File: config.mk
export PLATFORM = sky130hd
export DESIGN_NAME = resp_collect_ctrl
export DESIGN_NICKNAME = d
export VERILOG_FILES = /design/src/rtl/resp_collect_ctrl.sv
export SDC_FILE = /design/constraint.sdc
export NUM_CORES = 1
export LEC_CHECK = 0
export CORE_MARGIN = 4
export CORE_UTILIZATION = 40
export DETAILED_ROUTE_END_ITERATION = 16
export MAX_ROUTING_LAYER = met4
export PLACE_DENSITY = 0.7
export SLEW_MARGIN = 5
export SYNTH_ARGS = -nofsm -noshare
export SYNTH_HDL_FRONTEND = slang
export SYNTH_SLANG_ARGS = --single-unit
export TNS_END_PERCENT = 100
File: constraint.sdc
create_clock -name clk -period 8 [get_ports clk]
set_clock_uncertainty 0.2 [all_clocks]
set_input_delay 0.8 -clock clk [delete_from_list [all_inputs] [get_ports clk]]
set_output_delay 0.8 -clock clk [all_outputs]
set_load 0.01 [all_outputs]
File: src/rtl/resp_collect_ctrl.sv
// resp_collect_ctrl: accepts one response request, collects up to SLOTS
// words into one line, then presents that line downstream on a
// valid/ready handshake.
module resp_collect_ctrl #(
  parameter int DATA_W = 32,
  parameter int SLOTS  = 8,
  parameter int IDX_W  = 3,
  parameter int TAG_W  = 4
) (
  input  logic                    clk,
  input  logic                    rst,
  input  logic                    req_valid,
  output logic                    req_ready,
  input  logic [IDX_W-1:0]        req_len,
  input  logic [TAG_W-1:0]        req_tag,
  input  logic                    in_valid,
  output logic                    in_ready,
  input  logic [DATA_W-1:0]       in_data,
  input  logic                    in_last,
  output logic                    out_valid,
  input  logic                    out_ready,
  output logic [SLOTS*DATA_W-1:0] out_data,
  output logic [TAG_W-1:0]        out_tag,
  output logic [IDX_W:0]          out_beats,
  output logic                    out_err,
  output logic                    busy
);

  typedef enum logic [1:0] {
    IDLE    = 2'd0,
    COLLECT = 2'd1,
    OUTPUT  = 2'd2
  } state_t;

  localparam logic [IDX_W:0] ONE = {{IDX_W{1'b0}}, 1'b1};

  state_t                    state_q, state_d;
  logic [IDX_W:0]            cnt_q, cnt_d;
  logic [IDX_W-1:0]          len_q, len_d;
  logic [SLOTS*DATA_W-1:0]   data_q, data_d;
  logic [TAG_W-1:0]          tag_q, tag_d;
  logic [IDX_W:0]            beats_q, beats_d;
  logic                      err_q, err_d;
  logic                      valid_q, valid_d;

  logic [IDX_W:0]            len_ext;
  logic                      at_len;
  logic                      early_end;
  logic                      terminate;

  assign len_ext   = {1'b0, len_q};
  assign at_len    = (cnt_q == len_ext);
  assign early_end = in_last && (cnt_q < len_ext);
  // Either the expected count or the source's last marker ends the line,
  // so cnt never indexes beyond the final slot.
  assign terminate = at_len || in_last;

  assign req_ready = (state_q == IDLE);
  assign in_ready  = (state_q == COLLECT);
  assign busy      = (state_q != IDLE);
  assign out_valid = valid_q;
  assign out_data  = data_q;
  assign out_tag   = tag_q;
  assign out_beats = beats_q;
  assign out_err   = err_q;

  // State and datapath registers; reset discards any partial line.
  always_ff @(posedge clk or posedge rst) begin
    if (rst) begin
      state_q <= IDLE;
      cnt_q   <= '0;
      len_q   <= '0;
      data_q  <= '0;
      tag_q   <= '0;
      beats_q <= '0;
      err_q   <= 1'b0;
      valid_q <= 1'b0;
    end else begin
      state_q <= state_d;
      cnt_q   <= cnt_d;
      len_q   <= len_d;
      data_q  <= data_d;
      tag_q   <= tag_d;
      beats_q <= beats_d;
      err_q   <= err_d;
      valid_q <= valid_d;
    end
  end

  // Next-state and datapath update for request, collection and output phases.
  always_comb begin
    state_d = state_q;
    cnt_d   = cnt_q;
    len_d   = len_q;
    data_d  = data_q;
    tag_d   = tag_q;
    beats_d = beats_q;
    err_d   = err_q;
    valid_d = valid_q;

    case (state_q)
      IDLE: begin
        if (req_valid) begin
          len_d   = req_len;
          tag_d   = req_tag;
          data_d  = '0;
          cnt_d   = '0;
          err_d   = 1'b0;
          state_d = COLLECT;
        end
      end

      COLLECT: begin
        if (in_valid) begin
          for (int unsigned k = 0; k < SLOTS; k++) begin
            if (cnt_q[IDX_W-1:0] == k[IDX_W-1:0]) begin
              data_d[k*DATA_W +: DATA_W] = in_data;
            end
          end
          cnt_d   = cnt_q + ONE;
          beats_d = cnt_q + ONE;
          if (terminate) begin
            err_d   = early_end || (at_len && !in_last);
            valid_d = 1'b1;
            state_d = OUTPUT;
          end
        end
      end

      OUTPUT: begin
        if (out_ready) begin
          valid_d = 1'b0;
          state_d = IDLE;
        end
      end

      default: begin
        state_d = IDLE;
      end
    endcase
  end

endmodule

==> results.json <==
{
  "outcome": "finished, final reports clean",
  "layout_commonest_cell": "clkdlybuf4s50_1",
  "grt_pass1_wl_mm": 62.5,
  "dr.pass1.iters": 4,
  "dieArea_mm2": 0.0375,
  "finalSetupTns_ns": 0,
  "setup_ws_ns": 3.46,
  "overflow": 0,
  "critical_path.startpoint_type": "flop",
  "cpMostUsedCell": "buf_4",
  "ant_nets": 0,
  "clkSinkCount": 275,
  "syn_nets": 1043,
  "cts-hold-fix-buffers": 0,
  "ios": 314,
  "cts_buffers": 31,
  "drive_above_1_share_pct": 22.1,
  "syn_inst": 989,
  "power.total_mw": 7.64,
  "crit_fanout": 78,
  "n_fill_cell": 2792,
  "placed_area_mm2": 0.0170,
  "gp_congestion": 0.791,
  "syn_area_mm2": 0.0138,
  "h-tree-depth": 1,
  "stdcell_area_mm2": 0.0180,
  "synth_cell_type_count": 36,
  "crit_chain": "buf_4 > nor2b_4 > buf_4 > clkdlybuf4s50_1",
  "period_minus_slack_ns": 4.54,
  "cts_setup_buffers": 0,
  "finalSetupViolCount": 0,
  "vias": 9560,
  "first_iter_violations": 554,
  "critPathKind": "reg -> out",
  "drc_errors": 0,
  "clock-root-buffer": "clkbuf_16",
  "cp.arrival_ns": 3.54,
  "finalHoldViolations": 0,
  "antenna_cells": 0,
  "placementRows": 67,
  "timing.hold.ws_ns": 0.298,
  "routed_wl_mm": 40.3,
  "routedWlPerCell_um": 23.3,
  "crit_buf_inv": 3,
  "slew_viol_final": 0,
  "peakVddDrop_mv": 0.192,
  "dieWidth_um": 194,
  "power_leakage_nw": 8.04,
  "cts_tree": "built",
  "die_h_um": 194,
  "grt_max_degree": 82,
  "hold_class": "reg -> reg",
  "layout_common_cells": "clkdlybuf4s50_1, dfrtp_1, a22o_1, mux2_4, inv_1",
  "ys.warnings.count": 0,
  "fp.coreArea_mm2": 0.0338,
  "grt_antenna_before_repair": 0,
  "synth_ff_type": "dfrtp_1",
  "clock_latency_ns": 0.54,
  "gr-usage-all-layers_pct": 21.2,
  "hpwl_mm": 27.3,
  "async_flop_share_pct": 100,
  "grt_pass1_vias": 9818,
  "clockBufferDepth": 3,
  "cpLargestDelayFamily": "buffers and inverters",
  "final_nets": 1318,
  "cp.required_ns": 7.00,
  "tightestPinTransition_ns": 1.00,
  "endpoint_kind": "primary output",
  "max_freq_ghz": 0.220,
  "synth_area_per_cell_um2": 13.9,
  "port_buffers": 313,
  "routed_via_density": 5.52,
  "power.density_mw_per_mm2": 424,
  "initial_core_util_pct": 40.8,
  "syn2layout_area_growth_pct": 30.7,
  "rsz0062_at_grt": "false",
  "slew_headroom_pct": 33.0,
  "clkTransAtPathRegs_ns": 0.06,
  "cts_resized": 0,
  "ys_ff_latch": 275,
  "place_ws_ns": 4.03,
  "yosysSeqAreaShare_pct": 50.0,
  "period_share_pct": 56.8,
  "synth_edf_count": 0,
  "cpMaxStageDelayCell": "dfrtp_4",
  "slowest_delay_ns": 0.82,
  "drv_cap": 0
}
report_power, final:
part / switching, mW / leakage, nW / internal [mW] / total, mW
Clock: 0.555 / 0.486 / 0.831 / 1.39
Combinational: 1.58 / 4.03 / 2.19 / 3.77
Sequential: 0.530 / 3.53 / 1.96 / 2.49
Total: 2.66 / 8.04 / 4.98 / 7.64
cell type report:
class	instances	area, um^2	area share [%]
clock buffer	49	943	5.24
clock inverter	5	55.1	0.306
inverter	42	161	0.897
multi-input combinational	585	6140	34.1
sequential	275	6890	38.3
tap	448	561	3.11
timing repair buffer	329	3250	18.1
flip-flops by register name (all words and copies together), names as in the netlist:
signal and count:
out_err 1, out_data 256, state_q 2, out_beats 4
out_tag 4, len_q 3, cnt_q 4, out_valid 1
worst paths after layout:
kind / startpoint / slack (ns) / cells past startpoint / end
worst max-delay path: state_q[0] / 3.46 / 4 / in_ready
worst min-delay path: out_data[250] / 0.30 / 1 / out_data[250]
worst max register to register: state_q[0] / 4.19 / 5 / out_data[32]
worst min register to register: out_data[250] / 0.30 / 1 / out_data[250]
max in group asynchronous: rst / 5.40 / 4 / out_data[94]
min in group asynchronous: rst / 0.67 / 3 / out_data[109]
cell usage after synthesis (2+ instances only):
| cell | instances | area share, % |
|---|---|---|
| buf_1 | 2 | 0.055 |
| and2b_4 | 7 | 0.51 |
| nand2_1 | 39 | 1.1 |
| buf_2 | 35 | 1.3 |
| mux2_4 | 180 | 20 |
| nor2_1 | 2 | 0.055 |
| inv_1 | 42 | 1.1 |
| o21bai_2 | 6 | 0.49 |
| mux2_2 | 17 | 1.4 |
| nand3b_1 | 3 | 0.16 |
| o22ai_1 | 2 | 0.091 |
| o21bai_1 | 2 | 0.11 |
| a211oi_1 | 2 | 0.11 |
| buf_4 | 4 | 0.22 |
| buf_6 | 17 | 1.4 |
| clkbuf_1 | 20 | 0.55 |
| nand3_1 | 3 | 0.11 |
| and4_1 | 2 | 0.13 |
| nor2b_1 | 18 | 0.82 |
| and4b_1 | 4 | 0.29 |
| dfrtp_1 | 275 | 50 |
| mux2i_1 | 33 | 2.4 |
| ha_1 | 9 | 0.82 |
| o21ai_0 | 10 | 0.36 |
| buf_12 | 9 | 1.3 |
| nand2b_1 | 3 | 0.14 |
| a22o_1 | 227 | 14 |
| and2b_1 | 8 | 0.44 |
kinds of logic (layout without fill, tap and decap cells):
group                    Yosys count  in the layout  synth area share (%)
flip-flops                       275            275                  50.0
AO/OA/AOI/OAI                    253            253                  15.8
multiplexers                     230            230                  23.4
buffers and inverters            129            425                  5.93
AND/OR/NAND/NOR                   92             92                  3.97
adder cells (fa/ha/maj)            9              9                 0.818
XOR/XNOR                           1              1                0.0636
per-layer routing:
layer	vias up	wire (um)	track usage [%]
met2	337	18200	32.2
met1	4957	18500	29.5
met5	-	0	-
met3	66	2470	4.31
met4	0	1180	5.43
li1	4200	-	-
metrics by stage:
step           utilization, %  std cells
5_1_grt                  53.3       1733
4_1_cts                  53.3       1733
3_5_place_dp             50.3       1679
2_1_floorplan               -        989
3_3_place_gp             50.3       1679
6_report                 53.3       1733
(Power assumes the default switching activity.)
